<file path="src/rtl/plic_irq_gateway.sv">
// Purpose: conditions raw peripheral interrupt lines for the PLIC `sources` input.
//   Each line is synchronised, then passed through in level mode. In edge mode it is
//   held as a request until completion, with a saturating backlog count of extra edges.
// Ports: clk/reset (async active-high); irq_in raw lines; edge_mode per-source mode;
//   complete_valid/complete_id completion strobe (id k -> bit k-1); ovf_clear W1C;
//   sources conditioned requests; ovf sticky backlog-overflow flags.
// Latency: irq_in to sources is SYNC_STAGES+1 cycles. No combinational input-to-output path.
module plic_irq_gateway #(
  parameter int N_SRC       = 32,
  parameter int SYNC_STAGES = 2,
  parameter int CNT_W       = 3
) (
  input  logic             clk,
  input  logic             reset,
  input  logic [N_SRC-1:0] irq_in,
  input  logic [N_SRC-1:0] edge_mode,
  input  logic             complete_valid,
  input  logic [5:0]       complete_id,
  input  logic [N_SRC-1:0] ovf_clear,
  output logic [N_SRC-1:0] sources,
  output logic [N_SRC-1:0] ovf
);

  typedef enum logic {IDLE, ACTIVE} state_t;

  localparam logic [CNT_W-1:0] CNT_MAX = '1;

  logic [N_SRC-1:0] sync_q [SYNC_STAGES];
  logic [N_SRC-1:0] hist_q;
  logic [N_SRC-1:0] mode_q;

  state_t           state_q   [N_SRC];
  state_t           state_nxt [N_SRC];
  logic [CNT_W-1:0] cnt_q     [N_SRC];
  logic [CNT_W-1:0] cnt_nxt   [N_SRC];

  logic [N_SRC-1:0] lvl;
  logic [N_SRC-1:0] rise;
  logic [N_SRC-1:0] mode_chg;
  logic [N_SRC-1:0] comp_hit;
  logic [N_SRC-1:0] ovf_set;
  logic [N_SRC-1:0] src_nxt;

  assign lvl      = sync_q[SYNC_STAGES-1];
  assign rise     = lvl & ~hist_q;
  assign mode_chg = edge_mode ^ mode_q;

  // Id k targets bit k-1; id 0 and ids beyond N_SRC match nothing.
  always_comb begin
    comp_hit = '0;
    for (int i = 0; i < N_SRC; i++) begin
      comp_hit[i] = complete_valid && (complete_id == 6'(i + 1));
    end
  end

  // Synchroniser chain and edge-history flop.
  always_ff @(posedge clk or posedge reset) begin
    if (reset) begin
      for (int k = 0; k < SYNC_STAGES; k++) begin
        sync_q[k] <= '0;
      end
      hist_q <= '0;
      mode_q <= '0;
    end else begin
      sync_q[0] <= irq_in;
      for (int k = 1; k < SYNC_STAGES; k++) begin
        sync_q[k] <= sync_q[k-1];
      end
      hist_q <= lvl;
      mode_q <= edge_mode;
    end
  end

  // Per-source FSM/counter next-state logic.
  always_comb begin
    ovf_set = '0;
    src_nxt = '0;
    for (int i = 0; i < N_SRC; i++) begin
      state_nxt[i] = state_q[i];
      cnt_nxt[i]   = cnt_q[i];
      if (mode_chg[i] || !edge_mode[i]) begin
        // A mode switch discards any in-flight request; level mode keeps the FSM parked.
        state_nxt[i] = IDLE;
        cnt_nxt[i]   = '0;
      end else begin
        case (state_q[i])
          IDLE: begin
            if (rise[i]) state_nxt[i] = ACTIVE;
          end
          ACTIVE: begin
            if (rise[i] && comp_hit[i]) begin
              // The new edge replaces the completed one: backlog unchanged, nothing dropped.
              state_nxt[i] = ACTIVE;
            end else if (rise[i]) begin
              if (cnt_q[i] != CNT_MAX) cnt_nxt[i] = cnt_q[i] + CNT_W'(1);
              else                     ovf_set[i] = 1'b1;
            end else if (comp_hit[i]) begin
              // Staying ACTIVE with backlog keeps sources high so the PLIC re-pends.
              if (cnt_q[i] != '0) cnt_nxt[i]   = cnt_q[i] - CNT_W'(1);
              else                state_nxt[i] = IDLE;
            end
          end
          default: state_nxt[i] = IDLE;
        endcase
      end
      src_nxt[i] = edge_mode[i] ? (state_nxt[i] == ACTIVE) : lvl[i];
    end
  end

  always_ff @(posedge clk or posedge reset) begin
    if (reset) begin
      for (int i = 0; i < N_SRC; i++) begin
        state_q[i] <= IDLE;
        cnt_q[i]   <= '0;
      end
      sources <= '0;
      ovf     <= '0;
    end else begin
      for (int i = 0; i < N_SRC; i++) begin
        state_q[i] <= state_nxt[i];
        cnt_q[i]   <= cnt_nxt[i];
      end
      sources <= src_nxt;
      // A same-cycle overflow wins over the software clear.
      ovf     <= ovf_set | (ovf & ~ovf_clear);
    end
  end

endmodule

</file>
<file path="config.mk">
export PLATFORM = sky130hd
export DESIGN_NAME = plic_irq_gateway
export DESIGN_NICKNAME = d
export VERILOG_FILES = /design/src/rtl/plic_irq_gateway.sv
export SDC_FILE = /design/constraint.sdc
export NUM_CORES = 1
export LEC_CHECK = 0
export CORE_ASPECT_RATIO = 0.5
export CORE_UTILIZATION = 56
export DETAILED_ROUTE_END_ITERATION = 10
export PLACE_DENSITY = 0.91
export SLEW_MARGIN = 10
export SYNTH_ARGS = -nofsm -noshare
export SYNTH_HDL_FRONTEND = slang
export SYNTH_SLANG_ARGS = --single-unit
</file>
<file path="constraint.sdc">
create_clock -name clk -period 15.65 [get_ports clk]
set_input_delay 3.13 -clock clk [delete_from_list [all_inputs] [get_ports clk]]
set_output_delay 3.13 -clock clk [all_outputs]
set_load 0.03 [all_outputs]
</file>
* After elaboration in Yosys (flattened, before gate mapping)
Cells that the tools add are included.
** Operators by class
- Add/sub/neg operators :: 64
- Eq/ne operators :: 128
- Mux-type cells :: 640
- Bitwise operators :: 38
- Reduce and logical (&&, ||, !) cells :: 288
** Operators by type and width (count)
- 3-bit 2-to-1 mux :: 224
- 1-bit 2-to-1 mux :: 384
- 3-bit nonzero test :: 96
- 5-bit AND reduction :: 32
- 3-bit by 1-bit adder with 3-bit output (second input constant) :: 32
- 6-bit by 5-bit equality test with 1-bit output (second input constant) :: 16
- 3-bit by 1-bit inequality test with 1-bit output (second input constant) :: 32
- 3-bit inequality test (second input constant) :: 32
- 3-bit by 1-bit subtractor with 3-bit output (second input constant) :: 32
- 32-bit AND :: 2
- 1-bit logical AND :: 64
- 2-bit inequality test (second input constant) :: 32
- 32-bit NOT :: 2
- 1-bit case mux with 2 select lines :: 32
- 2-bit nonzero test :: 32
- 6-bit by 4-bit equality test with 1-bit output (second input constant) :: 8
- 1-bit logical NOT :: 32
- 1-bit logical OR :: 32
- 1-bit NOT :: 32
- 32-bit bitwise OR :: 1
- 32-bit bitwise XOR :: 1
- 6-bit by 3-bit equality test with 1-bit output (second input constant) :: 4
- 6-bit by 2-bit equality test with 1-bit output (second input constant) :: 2
- 6-bit by 1-bit equality test with 1-bit output (second input constant) :: 1
- 6-bit equality test (second input constant) :: 1
** Storage, ports and cells
- Register bits :: 320
- Input port bits :: 105
- Output and inout port bits :: 64
- Word-level logic and storage cells :: 1228

* Longest topological paths before layout
Gate-level depths: netlist of run 1.
- Word-level depth :: 8
- Mapped depth :: 7
- Gate-level depth less buffers :: 7

* Least setup slack after synthesis of run 1
Ideal clock, no wire load.
- Path kind :: input port to flip-flop
- Start point :: input port complete_id[5]
- End point :: register cnt_q[82] (netlist bit)
- Library setup time :: 0.072 ns
- Arrival time :: 4.612 ns
- Required time :: 15.578 ns
- Slack :: 10.967 ns
- Stages on the path :: 7
- Cell sequence :: or3b_1 buf_6 or2_1 buf_2 mux2i_2 mux2_1 nor2_1
** Between the ends
- Word-level cells in the longest chain between the ends :: 5
- Elaborated cells between the ends (all ways) :: 6
- Classes of those cells :: eq/ne: 2; reduce/logical: 4
** RTL lines
- start: declaration :: line 18 : input logic [5:0] complete_id,
- 6-bit by 3-bit equality test with 1-bit output (*) :: line 52 : comp_hit[i] = complete_valid && (complete_id == 6'(i + 1));
- 1-bit logical AND (*) :: line 52
- 1-bit logical AND :: line 91 : if (rise[i] && comp_hit[i]) begin
- 2-bit inequality test (no line)
- 5-bit AND reduction (no line) (*)
- end signal: indexed assignment :: line 121 : cnt_q[i] <= cnt_nxt[i];
- end: declaration :: line 34 : logic [CNT_W-1:0] cnt_q [N_SRC];
Mark *: on every way between the ends. The rest lies on a longest branch, timed or not.
A chain may end at the register's enable or synchronous reset.

* Worst setup path in the final report of run 1
- Start point :: input port complete_id[3]
- End point :: register cnt_q[73] (netlist bit)
** Between the ends
- Word-level cells in the longest chain between the ends :: 5
- Elaborated cells between the ends (all ways) :: 6
- Classes of those cells :: eq/ne: 2; reduce/logical: 4
** RTL lines (line)
- 6-bit by 4-bit equality test with 1-bit output (*) :: 52
- 1-bit logical AND (*) :: 52
- 1-bit logical AND :: 91
- 2-bit inequality test (no line)
- 5-bit AND reduction (no line) (*)
Marks and branches as above.

==> results_dict.tcl, run 1 <==
set metrics [dict create \
    cts_buffer_depth 3 \
    gp_congestion 0.8642 \
    worst_hold_path_type "flip-flop to flip-flop" \
    synthAdderAreaFrac_pct 4.573 \
    drive_above_1_share_pct 4.729 \
    drc 0 \
    synth_simple_gate_area_share_pct 18.65 \
    path_clk_slew_ps 70 \
    cts_resized 0 \
    synthToLayoutAreaGrowth_pct 22.13 \
    tightestPinTransition_ps 1190 \
    syn-num-nets 1387 \
    synth_top_family_by_area "simple AND/OR/NAND/NOR gates" \
    synthesis.area_um2 14010 \
    ys_seq_elements 320 \
    mostFrequentLayoutCell "dfrtp_1" \
    cp_slowest_cell "nor4b_1" \
    grt_pass1_wl_mm 54.01 \
    seq_area_frac_synth_pct 57.17 \
    finalSetupViolations 0 \
    die_y_um 113.8 \
    worst_hold_slack_ps 347.7 \
    fmaxAchievable_mhz 181.8 \
    synthCells 1250 \
    synth_edf_count 0 \
    worstPathRequired_ps 16100 \
    p_leak_nw 7.307 \
    cpPeakStageDelay_ps 1020 \
    post-route-period-util_pct 35.15 \
    grtUsageTotal_pct 26.43 \
    cp_top_family "simple AND/OR/NAND/NOR gates" \
    grt_pass1_vias 10998 \
    core_area_um2 24270 \
    dieArea_um2 25690 \
    p_total_w 0.001752 \
    most-common-layout-cells "dfrtp_1 (320), clkdlybuf4s50_1 (168), nor2_1 (140), inv_1 (107), nand2_1 (64)" \
    finalNetCount 1575 \
    slew_headroom_pct 19.53 \
    vias 10512 \
    grt_start_max_net_pins 184 \
    cts_setup_buffers 0 \
    hold_buffers 0 \
    clkLatencyLatePin_ps 570 \
    finalSetupTns_ps 0 \
    dp_slack_ps 9623 \
    status "finished clean" \
    endpoint_kind "flip-flop" \
    crit_fanout 22 \
    cts_sinks 320 \
    cp.depth 6 \
    yosysWarnings 0 \
    reg2reg_slack_ps 13500 \
    cts_tree "done" \
    chipWidth_um 225.7 \
    ant_nets 0 \
    io_buffers 168 \
    final_hold_viol_count 0 \
    io_pins 169 \
    cp-start-kind "input port" \
    synth_compound_area_share_pct 8.682 \
    first_pass_iters 5 \
    h-tree-depth 1 \
    cts_buffers 28 \
    post_drt_wl_per_cell_um 18.26 \
    reg2regPathDepth 7 \
    synth.avg_cell_area_um2 11.21 \
    grt_overflow 0 \
    vias_per_cell 5.853 \
    yosysUniqueCellTypes 61 \
    synthFlopType "dfrtp_1" \
    drv_cap 0 \
    routed_wl_mm 32.80 \
    fin_ws_ps 10150 \
    critPathBufInv 1 \
    synth-xor-area-share_pct 3.877 \
    multiInputGateArea_um2 5529 \
    finalClockSkew_ps 22.21 \
    root_buffer "clkbuf_16" \
    fp-row-count 40 \
    path_class "input port to flip-flop" \
    rsz0062_at_grt "no" \
    register_area_um2 8008 \
    antenna_found_initial 1 \
    drt_iter0_drc 959 \
    fillers 1621 \
    dpl.hpwl_mm 22.57 \
    crit_path_cell_trace "clkdlybuf4s50_1, nor4b_1, nand2_1, o21bai_2, mux2i_1, nor2_1" \
    hold_depth 0 \
    power_density_nw_per_um2 102.4 \
    irDropWorstVdd_uv 98.88 \
    start_util_pct 57.71 \
    arrival_ps 5950 \
    synthArstFlopShare_pct 100.0 \
    synth_mux_area_share_pct 3.689 \
    period_minus_slack_ps 5500 \
    slew_viol_final 0 \
]
## where the power goes
group | switching, W | internal, W
combinational | 0.0000756 | 0.0000538
sequential | 0.0000153 | 0.000853
clock | 0.000313 | 0.000440
## synth_stat cells (all sizes together) (9+ instances only)
library cell	instances	share of area [%]
nand3b	16	0.86
mux2i	49	3.5
nand3	60	2.1
nor4	16	0.71
o22ai	26	1.2
fa	32	4.6
nor2b	27	1.2
nand4b	14	0.88
inv	108	2.9
nor4b	12	0.75
and3	15	0.67
o21ai	22	0.81
nand2b	12	0.54
nor3	33	1.2
a21oi	34	1.2
a211oi	15	0.80
nor2	142	3.8
and3b	9	0.56
nand2	64	1.7
nor3b	11	0.63
xnor2	43	2.7
a21o	26	1.4
a22oi	18	0.96
or3	18	0.80
dfrtp	320	57
xor2	19	1.2
nand4	12	0.54
clkbuf	10	0.28
o32ai	14	0.88
## per-layer routing
metal / up-vias / share of wire, % / GRT usage, %
met3: 112 / 5.5 / 4.611
met5: - / 0 / 0
li1: 4749 / - / -
met4: 0 / 3.5 / 10.11
met2: 397 / 52 / 47.26
met1: 5254 / 40 / 32.30
## state kept, by name, summed over array words and instances (netlist names)
signal / flops
lvl: 32
state_q: 32
cnt_q: 96
sources: 32
sync_q: 32
hist_q: 32
ovf: 32
mode_q: 32
## stage by stage
| step | util [%] | instances | area, um2 |
|---|---|---|---|
| 2_1_floorplan | - | 1250 | 14010 |
| 3_3_place_gp | 66.30 | 1744 | 16090 |
| 3_5_place_dp | 66.30 | 1744 | 16090 |
| 4_1_cts | 70.46 | 1795 | 17100 |
| 5_1_grt | 70.47 | 1796 | 17110 |
| 6_report | 70.47 | 1796 | 17110 |
## worst reg2reg max path, stage by stage, from the launching register on
cell	delay (ps)
dfrtp_1	380
nor2b_1	360
inv_1	140
fa_1	420
nor4_1	290
a22oi_1	130
xor2_1	230
nor2_1	70
## cell type report
type | instances | share of cell area, %
well taps | 336 | 2.458
repair buffers | 172 | 10.08
inverters | 108 | 2.414
clock buffers | 35 | 4.601
clock inverters | 16 | 1.302
flip-flops and latches | 320 | 46.81
multi-input cells | 808 | 32.32
diodes | 1 | 0.01463
## path summary, 6_finish.rpt
path	start	to
max	complete_id[3]	cnt_q[73]
min	sync_q[63]	lvl[31]
max reg2reg	lvl[6]	cnt_q[77]
min reg2reg	sync_q[63]	lvl[31]
max in group asynchronous	reset	ovf[30]
min in group asynchronous	reset	state_q[0]
## cell families (layout without fill, tap and decap cells)
family | count (synthesis) | in the layout
simple gates | 485 | 485
flops | 320 | 320
compound gates | 178 | 178
buf+inv | 122 | 331
xor+xnor | 62 | 62
mux | 51 | 51
fa+ha+maj | 32 | 32
other cells | 0 | 1
No activity file was read; power rests on OpenSTA's default activity.
==> run 2, diff against run 1 <==
--- a/config.mk
+++ b/config.mk
@@ -6,9 +6,9 @@
 export NUM_CORES = 1
 export LEC_CHECK = 0
 export CORE_ASPECT_RATIO = 0.5
-export CORE_UTILIZATION = 56
+export CORE_UTILIZATION = 51
 export DETAILED_ROUTE_END_ITERATION = 10
-export PLACE_DENSITY = 0.91
+export PLACE_DENSITY = 0.88
 export SLEW_MARGIN = 10
 export SYNTH_ARGS = -nofsm -noshare
 export SYNTH_HDL_FRONTEND = slang
==> constraint.sdc (replaced) <==
create_clock -name clk -period 5.04 [get_ports clk]
set_input_delay 1.008 -clock clk [delete_from_list [all_inputs] [get_ports clk]]
set_output_delay 1.008 -clock clk [all_outputs]
set_load 0.03 [all_outputs]
==> run 2 against run 1 <==
Net effect: total power rose to 3.1 times the previous value; first-iteration DRC count down 13%; register-to-register slack worse by 11000 ps; critical path depth unchanged; die area up 9.7%; count of clock-buffer cells in the layout up 1; largest power group unchanged; hold slack worse by 4.2 ps; highest routed layer unchanged.
==> results_dict.tcl, run 2 (synthesis gave the netlist of run 1 again) <==
set metrics [dict create \
    most-common-layout-cells "dfrtp_1 (320), clkdlybuf4s50_1 (168), nor2_1 (140), inv_1 (107), nand2_1 (64)" \
    grt_pass1_vias 10830 \
    cpPeakStageDelay_ps 920 \
    worstPathRequired_ps 5470 \
    core_area_um2 26700 \
    finalInstanceArea_um2 17220 \
    num_antenna_cells 0 \
    clock_power_share_pct 43.3 \
    start_util_pct 52.47 \
    slew_viol_final 0 \
    place_area_um2 16190 \
    cts_setup_buffers 0 \
    p_leak_nw 7.323 \
    largest_reg_flops 96 \
    cts_tree "done" \
    fmaxAchievable_mhz 312.4 \
    finalClockSkew_ps 12.70 \
    pwr-share-comb_pct 7.4 \
    regMostFlops "cnt_q" \
    path_clk_slew_ps 70 \
    io_buffers 168 \
    h-tree-depth 1 \
    finalNetCount 1581 \
    fp-row-count 42 \
    cts_resized 0 \
    grt_overflow 0 \
    irDropWorstVdd_uv 246.4 \
    startpoint "complete_id[3]" \
    status "finished clean" \
    cts_buffer_depth 3 \
    vias_per_cell 5.729 \
    synthToLayoutAreaGrowth_pct 22.92 \
    grt_pass1_wl_mm 52.84 \
    final_hold_viol_count 0 \
    die_y_um 119.2 \
    cts_buffers 29 \
    crit_path_cell_trace "clkdlybuf4s50_1, nor4b_1, nand2_1, o21bai_2, mux2i_1, nor2_1" \
    drt_iter0_drc 839 \
    finalSetupViolations 0 \
    p_sw_w 0.001266 \
    antenna_found_initial 0 \
    root_buffer "clkbuf_16" \
    clkLatencyLatePin_ps 550 \
    worst_hold_slack_ps 343.4 \
    crit_fanout 22 \
    hold_buffers 0 \
    drc 0 \
    first_pass_iters 8 \
    routed_wl_mm 31.81 \
    seq_power_share_pct 49.3 \
    cts_sinks 320 \
    vias 10416 \
    rsz0062_at_grt "no" \
    regToRegStartpoint "lvl[30]" \
    hp-start "sync_q[48]" \
    power_density_nw_per_um2 317.7 \
    mostFrequentLayoutCell "dfrtp_1" \
    arrival_ps 3640 \
    p_int_w 0.004205 \
    drive_above_1_share_pct 5.048 \
    fillers 1893 \
    gp_congestion 0.8771 \
    worst_hold_path_type "flip-flop to flip-flop" \
    dpl.hpwl_mm 22.83 \
    reg2reg_slack_ps 2950 \
    dieArea_um2 28170 \
    grt_start_max_net_pins 84 \
    path_class "input port to flip-flop" \
    tightestPinTransition_ps 1055 \
    endpoint_kind "flip-flop" \
    io_pins 169 \
    chipWidth_um 236.4 \
    ant_nets 0 \
    drv_cap 0 \
    cp_slowest_cell "nor4b_1" \
    post_drt_wl_per_cell_um 17.50 \
    swShare_pct 23.14 \
    post-route-period-util_pct 63.52 \
    cp-start-kind "input port" \
    grtUsageTotal_pct 23.16 \
    period_minus_slack_ps 3201 \
    slew_headroom_pct 28.69 \
]
[run 2: per-stage QoR]
stage	std cells	total power, W	setup WS (ps)	util, %	TNS, ps
floorplan	1250	0.002943	-234.8	-	-75130
global placement	1765	0.003127	1458	60.63	0
detailed placement	1765	0.003148	1312	60.63	0
CTS	1818	0.005520	1910	64.50	0
global route	1818	0.005667	1739	64.50	0
finish	1818	0.005471	1839	64.50	0
[run 2: cell type report]
| cell class | count | area [um2] | share of cell area [%] |
|---|---|---|---|
| clock buffer | 36 | 792.0 | 4.600 |
| clock inverter | 17 | 240.2 | 1.395 |
| multi-input combinational | 808 | 5529 | 32.11 |
| timing repair buffer | 177 | 1799 | 10.45 |
| sequential | 320 | 8008 | 46.51 |
| inverter | 108 | 409.1 | 2.376 |
| tap | 352 | 440.4 | 2.558 |
[run 2: critical path: cells and delay by family]
kind | cells | cell delay, ps
AO/OA/AOI/OAI | 1 | 280
buffers and inverters | 1 | 870
AND/OR/NAND/NOR | 3 | 1270
multiplexers | 1 | 210
[run 2: routing by layer]
layer	global-route usage [%]	share of wire, %
met5	0	0
met4	6.737	2.5
met3	4.033	4.9
met2	41.73	52
met1	28.68	40
[run 2: path summary, 6_finish.rpt]
check | endpoint | depth (start not counted)
worst max register to register | cnt_q[5] | 7
worst max-delay path | cnt_q[73] | 6
worst min-delay path | lvl[16] | 0
worst min register to register | lvl[16] | 0
min in group asynchronous | sync_q[50] | 2
max in group asynchronous | ovf[12] | 3
[run 2: power by group through the flow]
stage	clock, W	sequential, W	combinational [W]
global placement	0	0.00274	0.000389
global route	0.00252	0.00270	0.000443
finish	0.00237	0.00270	0.000404
floorplan	0	0.00277	0.000172
CTS	0.00242	0.00270	0.000408
detailed placement	0	0.00274	0.000404
